$ cat config.mk
export PLATFORM = sky130hd
export DESIGN_NAME = sub
export DESIGN_NICKNAME = d
export VERILOG_FILES = /design/src/rtl/sub_pkg.sv /design/src/rtl/sub_full_sub.sv /design/src/rtl/sub.sv
export SDC_FILE = /design/constraint.sdc
export NUM_CORES = 1
export LEC_CHECK = 0
export BUFFER_PORTS_ARGS = -buffer_cell sky130_fd_sc_hd__buf_2
export CAP_MARGIN = 40
export CORE_AREA = 3 3 40 42
export DETAILED_ROUTE_END_ITERATION = 8
export DIE_AREA = 0 0 43 45
export SYNTH_ARGS = -nofsm -noshare
export SYNTH_HDL_FRONTEND = slang
export SYNTH_SLANG_ARGS = --single-unit
$ cat constraint.sdc
create_clock -name clk -period 1.84 [get_ports clk]
set_input_delay 0.184 -clock clk [delete_from_list [all_inputs] [get_ports clk]]
set_output_delay 0.184 -clock clk [all_outputs]
set_load 0.05 [all_outputs]
$ cat src/rtl/sub_pkg.sv
// sub_pkg: shared width constant and word type for the borrow-chained subtractor
package sub_pkg;
  localparam int SUB_WIDTH = 4;
  typedef logic [SUB_WIDTH-1:0] sub_word_t;
endpackage

$ cat src/rtl/sub_full_sub.sv
// full_sub: 1-bit combinational full subtractor; a - b - bin gives difference d and borrow out bout
module full_sub (
  input  logic a,
  input  logic b,
  input  logic bin,
  output logic d,
  output logic bout
);
  assign d = a ^ b ^ bin;
  assign bout = (~a & b) | (~(a ^ b) & bin);
endmodule

$ cat src/rtl/sub.sv
// sub: registered ripple-borrow subtractor {b4,D} <= A - B - b_in; clk, sync active-low rst_n, inputs b_in/A/B, outputs D/b4
module sub
  import sub_pkg::*;
#(
  parameter int WIDTH = SUB_WIDTH
) (
  input  logic             clk,
  input  logic             rst_n,
  input  logic             b_in,
  input  logic [WIDTH-1:0] A,
  input  logic [WIDTH-1:0] B,
  output logic [WIDTH-1:0] D,
  output logic             b4
);
  logic [WIDTH:0] bw;
  logic [WIDTH-1:0] diff, d_d, d_q;
  logic b4_d, b4_q;
  assign bw[0] = b_in;
  for (genvar i = 0; i < WIDTH; i++) begin : g_chain
    full_sub u_fs (
      .a   (A[i]),
      .b   (B[i]),
      .bin (bw[i]),
      .d   (diff[i]),
      .bout(bw[i+1])
    );
  end
  always_comb begin
    d_d = rst_n ? diff : '0;
    b4_d = rst_n ? bw[WIDTH] : 1'b0;
  end
  always_ff @(posedge clk) begin
    d_q <= d_d;
    b4_q <= b4_d;
  end
  assign D = d_q;
  assign b4 = b4_q;
endmodule

Word level (Yosys, flattened, before mapping)
Index checks and enable logic that the tools add are counted.

word-level totals
  register bits after elaboration = 5
  latch bits = 0
  RAM bits = 0
  memory bits (read-only) = 0
  bits of input ports = 11
  output and inout port bits = 5
  word-level logic and storage cells = 30
  memories = 0

operators by class
  add/sub/neg operators = 0
  multiply operators = 0
  div/mod/pow operators = 0
  $lt $le $gt $ge = 0
  eq/ne operators = 0
  shifts and indexed selects = 0
  mux-type cells = 0
  bitwise logic cells = 28
  reduce and logical (&&, ||, !) cells = 0

operator list
  operator           count
  bitwise AND 1 bit  8
  inverter 1 bit     8
  bitwise XOR 1 bit  8
  bitwise OR 1 bit   4

Logic depth before layout (Yosys ltp)
Gate-level depths: netlist (run 1).

  word-level depth = 10
  depth in mapped cells = 8
  mapped depth without buffers = 8

By module
A second synthesis (run 1) with hierarchy kept.

unflattened totals
  cells, all modules = 26
  area total of the unflattened synthesis = 256.5 µm²

by module, submodules not included
  module    times used  cells an instance  area each (µm²)  sequential area each (µm²)
  sub       1           10                 131.4            100.1
  full_sub  4           4                  31.3             0.0

Worst setup path before layout (run 1)
No wires, ideal clock.

  path kind = input -> register
  start point = input B[0]
  end point = register d_q[3] (netlist: D[3])
  setup time = 0.116 ns
  arrival time = 1.774 ns
  required time = 1.724 ns
  path slack = -0.050 ns
  stages = 8
  buffers on the path = 0
  cell sequence = inv_1 -> fa_1 -> inv_1 -> fa_1 -> fa_1 -> inv_1 -> fa_1 -> and2_2

on the way
  cells in the longest elaborated chain, start to end = 9
  elaborated cells between the ends (all ways) = 10
  those cells by class = 10 x bitwise

ends and longest elaborated chain
  what                   RTL line            RTL
  start, declared        sub.sv:11           input logic [WIDTH-1:0] B,
  bitwise XOR 1 bit      sub_full_sub.sv:10  assign bout = (~a & b) | (~(a ^ b) & bin);
  inverter 1 bit         sub_full_sub.sv:10
  bitwise AND 1 bit      sub_full_sub.sv:10
  bitwise OR 1 bit (*)   sub_full_sub.sv:10
  bitwise AND 1 bit (*)  sub_full_sub.sv:10
  bitwise OR 1 bit (*)   sub_full_sub.sv:10
  bitwise AND 1 bit (*)  sub_full_sub.sv:10
  bitwise OR 1 bit (*)   sub_full_sub.sv:10
  bitwise XOR 1 bit (*)  sub_full_sub.sv:9   assign d = a ^ b ^ bin;
  via g_chain[3].u_fs.d  sub_full_sub.sv:6   output logic d,
  end signal, assigned   sub.sv:33           d_q <= d_d;
  end, declared          sub.sv:16           logic [WIDTH-1:0] diff, d_d, d_q;

The timed path passes the listed nets; every way through them passes the cells marked *.
A chain may end at the register's enable or synchronous reset.

Worst setup path in the final report (run 1)
Same ends and word-level chain as after synthesis.

==> reports/qor.yml, run 1 <==
setup_path:
  critical_path_required_ns: 1.96
  setup.worst_path.end_class: "register"
  cp_max_fo: 1
  arrival_ns: 1.86
  start_kind: "input pin"
  critical_path_class: "input pin to register"
synth:
  synth-compound-area-share: 0
  ys_ff_latch: 5
  syn_inst: 21
  synth_area_leader_cell: "dfxtp_1"
  yosys-mux-area-fraction: 0
  synth-xor-area-share: 0
  synthTopCellsByArea: "dfxtp_1, fa_1, inv_1, and2b_2, and2_2"
  synthSimpleGateAreaFrac: 0.1667
  yosysSeqAreaShare: 0.4040
  synthAdderAreaFrac: 0.3232
  synth_top_family_by_area: "adder cells"
  synth_top_area_frac: 0.4040
  syn_area_sq_um: 247.7
  avgSynthCellArea_sq_um: 11.80
  syn_nets: 36
  yosys_warnings: 0
  ys_types: 5
global_routing:
  grt_start_max_net_pins: 6
  grt_overflow_total: 0
  grt_util_all_layers: 0.04946
  antenna_found_initial: 0
  grt_pass1_wl_microns: 634
  grt_pass1_vias: 178
sta:
  setup_ws_ns: 0.1045
  setup_tns_ns: 0
  finalCritPeriodShare: 0.9432
  rsz0062_at_grt: "no"
  drv_slew: 0
  period_needed_ns: 1.736
  setup_viol: 0
  hold_violations: 0
  max_freq_mhz: 576.2
  hold_ws_ns: 0.2188
  slew_headroom: 0.8343
  worstMarginPinSlew_ns: 0.2502
drt:
  dr.max_layer_used: "met3"
  wirelength_microns: 427
  antenna_left: 0
  wire_per_inst_microns: 7.764
  viasPerCell: 3.273
  drt_iter0_markers: 0
  met2WireLength_microns: 160
  firstDrtPassIters: 1
  num_vias: 180
  met1_length_microns: 162
  met3_wirelength_microns: 104
  drc: 0
finish:
  layout_common_cells: "buf_2, inv_1, dfxtp_1"
  area_growth_pct: 50.50
  layout.nets: 56
  nFillCells: 136
  final_common_cell: "buf_2"
  diodes: 0
  layout-drive-gt1-share: 0.6250
cts:
  numClockSinks: 5
  htreeDepth: 1
  cts.clk_slew.worst_paths_ns: 0.04
  cts_buffers: 3
  cts_setup_buffers: 0
  hold_buffers: 0
  cts_resized: 0
  cts_root_buffer: "clkbuf_4"
  clock_path_buffers: 2
  cts_tree: "yes"
place:
  gp_congestion: 0.6541
  port_buffers: 15
  dp_slack_ns: -0.1524
run:
  maxCapViolCount: 0
worst_hold_path:
  hp-class: "input pin to register"
  hold_depth: 2
  min_from: "rst_n"
  hold_end: "D[0]$_SDFF_PN0_"
floorplan:
  io_pins: 16
  die_area_sq_um: 1935
  fp.dieW_microns: 43
  die_y_microns: 45
  start_util: 0.1928
  coreArea_sq_um: 1285
  rows: 13
pwr:
  ir_drop_uv: 180.8
  swShare: 0.3124
  combPwrFrac: 0.289
  seqPwrFrac: 0.358
  power.share.clock: 0.353
  p_per_area_nw_per_um2: 923.8
  p_sw_uw: 107.6
  p_leak_nw: 0.2064
  p_int_uw: 236.9
outcome:
  status: "complete, no violations"
cell type report:
cell class / instances / area (sq um) / share of cell area
flip-flops and latches: 5 / 100.1 / 0.2685
clock buffers: 4 / 26.28 / 0.07047
well taps: 15 / 18.77 / 0.05034
multi-input cells: 9 / 126.4 / 0.3389
inverters: 7 / 26.28 / 0.07047
repair buffers: 15 / 75.07 / 0.2013
state kept, by name (all words and copies together) (netlist names):
signal and flops:
D 4, b4 1
how the worst max path moves through the flow:
stage | start | endpoint | slack, ns
2_1_floorplan | B[0] | D[3]$_SDFF_PN0_ | 0.03
3_3_place_gp | B[0] | D[3]$_SDFF_PN0_ | -0.13
3_5_place_dp | B[0] | D[3]$_SDFF_PN0_ | -0.15
4_1_cts | B[0] | D[3]$_SDFF_PN0_ | 0.1
5_1_grt | B[0] | D[3]$_SDFF_PN0_ | 0.05
6_report | B[0] | D[3]$_SDFF_PN0_ | 0.10
critical path: stages:
cell	delay [ns]
buf_2	0.09
inv_1	0.06
fa_1	0.16
inv_1	0.05
fa_2	0.33
fa_2	0.33
inv_1	0.07
fa_1	0.39
and2_2	0.18
metrics by stage:
| stage | cells | total power [mW] | area [sq um] | util |
|---|---|---|---|---|
| floorplan | 21 | 0.1960 | 252.7 | - |
| global placement | 51 | 0.2255 | 346.6 | 0.2697 |
| detailed placement | 51 | 0.2272 | 346.6 | 0.2697 |
| CTS | 55 | 0.3535 | 372.9 | 0.2902 |
| global route | 55 | 0.3628 | 372.9 | 0.2902 |
| finish | 55 | 0.3445 | 372.9 | 0.2902 |
per-layer routing:
metal,track usage,up-vias
met5,0,-
met4,0.05422,0
met3,0.03187,0
met2,0.07186,16
met1,0.04423,71
li1,-,93
kinds of logic after synthesis:
kind of cell             after synthesis
AND/OR/NAND/NOR                        5
buffers and inverters                  7
flip-flops                             5
adder cells (fa/ha/maj)                4
cells in the mapped netlist:
master	n
dfxtp_1	5
inv_1	7
fa_1	4
and2_2	2
and2b_2	3
power by group through the flow:
stage / clock network (mW) / logic [mW] / registers (mW)
detailed placement: 0 / 0.102 / 0.125
floorplan: 0 / 0.0263 / 0.170
global route: 0.129 / 0.109 / 0.124
finish: 0.122 / 0.0994 / 0.123
global placement: 0 / 0.101 / 0.125
CTS: 0.128 / 0.102 / 0.123
(Power assumes the default switching activity.)
==> run 2, diff against run 1 <==
BUFFER_PORTS_ARGS = -buffer_cell sky130_fd_sc_hd__buf_4   (was -buffer_cell sky130_fd_sc_hd__buf_2)
GPL_TIMING_DRIVEN = 0   (was default)
==> reports/qor.yml, run 2 (synthesized netlist as in run 1, its figures left out) <==
outcome:
  status: "complete, no violations"  # unchanged
global_routing:
  grt_overflow_total: 0  # unchanged
  grt_pass1_wl_microns: 903  # was 634 microns
  grt_pass1_vias: 233  # was 178
  grt_util_all_layers: 0.07041  # was 0.04946
  antenna_found_initial: 0  # unchanged
  grt_start_max_net_pins: 6  # unchanged
drt:
  firstDrtPassIters: 1  # unchanged
  antenna_left: 0  # unchanged
  drc: 0  # unchanged
  drt_iter0_markers: 0  # unchanged
  num_vias: 187  # was 180
  wire_per_inst_microns: 8.655  # was 7.764 microns
  viasPerCell: 3.400  # was 3.273
  wirelength_microns: 476  # was 427 microns
cts:
  cts_root_buffer: "clkbuf_4"  # unchanged
  numClockSinks: 5  # unchanged
  cts_tree: "yes"  # unchanged
  cts.clk_slew.worst_paths_ns: 0.04  # about the same
  htreeDepth: 1  # unchanged
  cts_buffers: 3  # unchanged
  clock_path_buffers: 2  # unchanged
place:
  place_hpwl_microns: 448.9
  port_buffers: 15  # unchanged
  gp_congestion: 0.6992  # was 0.6541
  dp_slack_ns: -0.1940  # was -0.1524 ns
floorplan:
  die_area_sq_um: 1935  # unchanged
  io_pins: 16  # unchanged
  coreArea_sq_um: 1285  # unchanged
  start_util: 0.1928  # unchanged
  fp.dieW_microns: 43  # unchanged
  rows: 13  # unchanged
  die_y_microns: 45  # unchanged
setup_path:
  critical_path_required_ns: 1.97  # was 1.96 ns
  cp_slowest_cell: "fa_1"  # unchanged
  slowest_delay_ns: 0.38  # was 0.39 ns
  path_cells: "buf_4, inv_1, fa_2, inv_1, fa_2, fa_2, inv_2, fa_1, and2_4"  # was buf_2, inv_1, fa_1, inv_1, fa_2, fa_2, inv_1, fa_1, and2_2
  arrival_ns: 1.90  # was 1.86 ns
  cp_max_fo: 1  # unchanged
  critical_path_class: "input pin to register"  # unchanged
  critPathTopFamily: "adder cells"  # unchanged
  start_kind: "input pin"  # unchanged
  cpMostUsedCell: "fa_2"  # was inv_1
  path_buf_inv: 4  # unchanged
  setup.worst_path.end_class: "register"  # unchanged
pwr:
  p_leak_nw: 0.2151  # was 0.2064 nW
  ir_drop_uv: 170.0  # was 180.8 uV
  p_per_area_nw_per_um2: 880.5  # was 923.8 nW/um^2
sta:
  drv_slew: 0  # unchanged
  worstMarginPinSlew_ns: 0.1464  # was 0.2502 ns
  max_freq_mhz: 565.2  # was 576.2 MHz
  finalCritPeriodShare: 0.9616  # was 0.9432
  setup_ws_ns: 0.07061  # was 0.1045 ns
  setup_tns_ns: 0  # unchanged
  slew_headroom: 0.9032  # was 0.8343
  setup_viol: 0  # unchanged
  period_needed_ns: 1.769  # was 1.736 ns
  hold_violations: 0  # unchanged
  hold_ws_ns: 0.1940  # was 0.2188 ns
  rsz0062_at_grt: "no"  # unchanged
run:
  maxCapViolCount: 0  # unchanged
finish:
  layout.nets: 56  # unchanged
  final_common_cell: "buf_4"  # was buf_2
  layout_common_cells: "buf_4, dfxtp_1, inv_1"  # was buf_2, inv_1, dfxtp_1
  area_growth_pct: 67.17  # was 50.50%
  diodes: 0  # unchanged
  layout-drive-gt1-share: 0.7000  # was 0.6250
  largest_reg_flops: 4  # unchanged
worst_hold_path:
  hp-class: "input pin to register"  # unchanged
run 2: cell count changes in the layout (fill, tap and decap cells not counted):
cell / delta
buf_4: +15
and2_4: +1
fa_2: +1
inv_2: +2
and2_2: -1
inv_1: -2
buf_2: -15
fa_1: -1
run 2: per-layer routing:
| layer | track usage | part of all wire | vias up |
|---|---|---|---|
| met5 | 0 | 0 | - |
| met4 | 0.07229 | 0 | 0 |
| met3 | 0.03984 | 0.20 | 0 |
| met2 | 0.09880 | 0.45 | 16 |
| met1 | 0.07125 | 0.35 | 78 |
| li1 | - | - | 93 |
run 2: through the flow:
stage / std cells / power [mW] / cell area (sq um) / util
after floorplan: 21 / 0.1960 / 252.7 / -
after detailed placement: 51 / 0.2429 / 384.1 / 0.2989
final: 55 / 0.3647 / 414.1 / 0.3223
after CTS: 55 / 0.3702 / 410.4 / 0.3194
after global routing: 55 / 0.3964 / 414.1 / 0.3223
after global placement: 51 / 0.2386 / 384.1 / 0.2989
run 2: repair_timing:
| action | 4_1_cts | 5_1_grt |
|---|---|---|
| endpoints found under the setup margin | 0 | 1 |
| hold buffers | 0 | 0 |
| gates resized for setup | 0 | 4 |
| setup buffers | 0 | 0 |
run 2: report_power, final:
| group | total, mW | internal, mW | switching (mW) |
|---|---|---|---|
| sequential | 0.124 | 0.121 | 0.00311 |
| combinational | 0.117 | 0.0502 | 0.0672 |
| clock | 0.123 | 0.0817 | 0.0412 |
run 2: cell type report:
cell class,instances,area [sq um]
inverter,7,26.28
tap,15,18.77
multi-input combinational,9,130.1
timing repair buffer,15,112.6
fill,137,870.8
clock buffer,4,26.28
sequential,5,100.1
run 2: final timing paths:
check / startpoint / end / slack, ns / cells past startpoint
worst max-delay path: B[0] / D[3]$_SDFF_PN0_ / 0.07 / 9
worst min-delay path: rst_n / D[0]$_SDFF_PN0_ / 0.19 / 2
==> run 3, diff against run 2 <==
SETUP_SLACK_MARGIN = 0.1   (was default)
==> reports/qor.yml, run 3 (synthesized netlist as in run 1, its figures left out) <==
sta:
  setup_viol: 0  # unchanged
  rsz0062_at_grt: "yes"  # was no
  setup_ws_ns: 0.1042  # was 0.07061 ns
  max_freq_mhz: 576.1  # was 565.2 MHz
  slew_headroom: 0.9031  # was 0.9032
  drv_slew: 0  # unchanged
  hold_violations: 0  # unchanged
  period_needed_ns: 1.736  # was 1.769 ns
  worstMarginPinSlew_ns: 0.1465  # was 0.1464 ns
  finalCritPeriodShare: 0.9433  # was 0.9616
finish:
  final_common_cell: "buf_4"  # unchanged
  largest_reg_flops: 4  # unchanged
  fin_cells: 55  # unchanged
  diodes: 0  # unchanged
  layout.nets: 56  # unchanged
  final_core_util: 0.3320  # was 0.3223
  area_growth_pct: 72.22  # was 67.17%
  layout-drive-gt1-share: 0.7500  # was 0.7000
  nFillCells: 135  # was 137
  layout_common_cells: "buf_4, dfxtp_1"  # was buf_4, dfxtp_1, inv_1
pwr:
  combPwrFrac: 0.328  # was 0.322
  power.share.clock: 0.331  # was 0.337
  p_sw_uw: 109.8  # was 111.5 uW
  p_per_area_nw_per_um2: 854.3  # was 880.5 nW/um^2
  ir_drop_uv: 204.2  # was 170.0 uV
  p_int_uw: 254.7  # was 253.2 uW
  seqPwrFrac: 0.341  # about the same
  p_leak_nw: 0.2159  # was 0.2151 nW
  swShare: 0.3012  # was 0.3058
floorplan:
  die_area_sq_um: 1935  # unchanged
  io_pins: 16  # unchanged
  start_util: 0.1928  # unchanged
  fp.dieW_microns: 43  # unchanged
  rows: 13  # unchanged
  coreArea_sq_um: 1285  # unchanged
  die_y_microns: 45  # unchanged
place:
  place_hpwl_microns: 380.7  # was 448.9 microns
  numPlacedInstances: 51  # unchanged
  dp_slack_ns: -0.1640  # was -0.1940 ns
  gp_congestion: 0.6451  # was 0.6992
  port_buffers: 15  # unchanged
setup_path:
  critPathTopFamily: "adder cells"  # unchanged
  path_buf_inv: 4  # unchanged
  critical_path_required_ns: 1.97  # about the same
  critical_path_class: "input pin to register"  # unchanged
  cp_max_fo: 1  # unchanged
  setup.worst_path.end_class: "register"  # unchanged
  arrival_ns: 1.86  # was 1.90 ns
  cp_slowest_cell: "fa_1"  # unchanged
  start_kind: "input pin"  # unchanged
  slowest_delay_ns: 0.37  # was 0.38 ns
  path_cells: "buf_6, inv_4, fa_2, inv_2, fa_2, fa_2, inv_2, fa_1, and2_4"  # was buf_4, inv_1, fa_2, inv_1, fa_2, fa_2, inv_2, fa_1, and2_4
  cp_num_cells: 9  # unchanged
  cpMostUsedCell: "fa_2"  # unchanged
cts:
  cts_tree: "yes"  # unchanged
  clock_path_buffers: 2  # unchanged
  cts_root_buffer: "clkbuf_4"  # unchanged
  numClockSinks: 5  # unchanged
  hold_buffers: 0  # unchanged
  cts_setup_buffers: 0  # unchanged
  cts.clk_slew.worst_paths_ns: 0.04  # about the same
  htreeDepth: 1  # unchanged
  cts_buffers: 3  # unchanged
global_routing:
  grt_start_max_net_pins: 6  # unchanged
  grt_pass1_vias: 185  # was 233
  gr-usage-met3: 0.02789  # was 0.03984
  grt_util_all_layers: 0.04958  # was 0.07041
  antenna_found_initial: 0  # unchanged
  busiest_layer: "met2"  # unchanged
  grt_overflow_total: 0  # unchanged
  grt_pass1_wl_microns: 648  # was 903 microns
  grt_use_met2: 0.06587  # was 0.09880
  grt_util_met1: 0.05198  # was 0.07125
drt:
  antenna_left: 0  # unchanged
  wire_per_inst_microns: 7.545  # was 8.655 microns
  firstDrtPassIters: 1  # unchanged
  num_vias: 173  # was 187
  drt_iter0_markers: 0  # unchanged
  viasPerCell: 3.145  # was 3.400
  drc: 0  # unchanged
  wirelength_microns: 415  # was 476 microns
worst_hold_path:
  hold_end: "D[0]$_SDFF_PN0_"  # unchanged
  hp-class: "input pin to register"  # unchanged
  min_from: "rst_n"  # unchanged
  hold_depth: 2  # unchanged
outcome:
  status: "complete, no violations"  # unchanged
run:
  maxCapViolCount: 0  # unchanged
## run 3: repair_timing
item,in CTS,in global routing
setup endpoints to repair,1,1
pin swaps,0,5
resized for setup,1,9
gates cloned,0,0
## run 3: per-stage QoR
step           TNS, ns  area (sq um)  power [mW]  hold WS, ns
5_1_grt              0         426.7      0.3853       0.1981
3_5_place_dp   -0.1640         384.1      0.2398       0.4369
3_3_place_gp   -0.1412         384.1      0.2383       0.4390
6_report             0         426.7      0.3645       0.1963
2_1_floorplan        0         252.7      0.1960       0.3202
4_1_cts              0         410.4      0.3656       0.1870
## run 3: how the worst max path moves through the flow
stage / startpoint / endpoint / slack [ns]
6_report: b_in / D[3]$_SDFF_PN0_ / 0.10
5_1_grt: b_in / D[3]$_SDFF_PN0_ / 0.05
4_1_cts: B[0] / D[3]$_SDFF_PN0_ / 0.09
3_5_place_dp: B[0] / D[3]$_SDFF_PN0_ / -0.16
3_3_place_gp: B[0] / D[3]$_SDFF_PN0_ / -0.14
2_1_floorplan: B[0] / D[3]$_SDFF_PN0_ / 0.03
## run 3: power by group through the flow
stage | combinational, mW | clock [mW] | sequential [mW]
after floorplan | 0.0263 | 0 | 0.170
after global placement | 0.113 | 0 | 0.126
after detailed placement | 0.113 | 0 | 0.127
after CTS | 0.114 | 0.127 | 0.125
after global routing | 0.129 | 0.130 | 0.126
final | 0.119 | 0.121 | 0.124
## run 3: area by class of cell
class | count | area (sq um) | area share
clock buffer | 4 | 26.28 | 0.06158
inverter | 7 | 31.28 | 0.07331
multi-input combinational | 9 | 130.1 | 0.3050
sequential | 5 | 100.1 | 0.2346
tap | 15 | 18.77 | 0.04399
timing repair buffer | 15 | 120.1 | 0.2815
## run 3: per-layer routing
layer / part of all wire / up-vias
met5: 0 / -
met4: 0 / 0
met3: 0.22 / 0
met2: 0.39 / 16
met1: 0.39 / 64
li1: - / 93
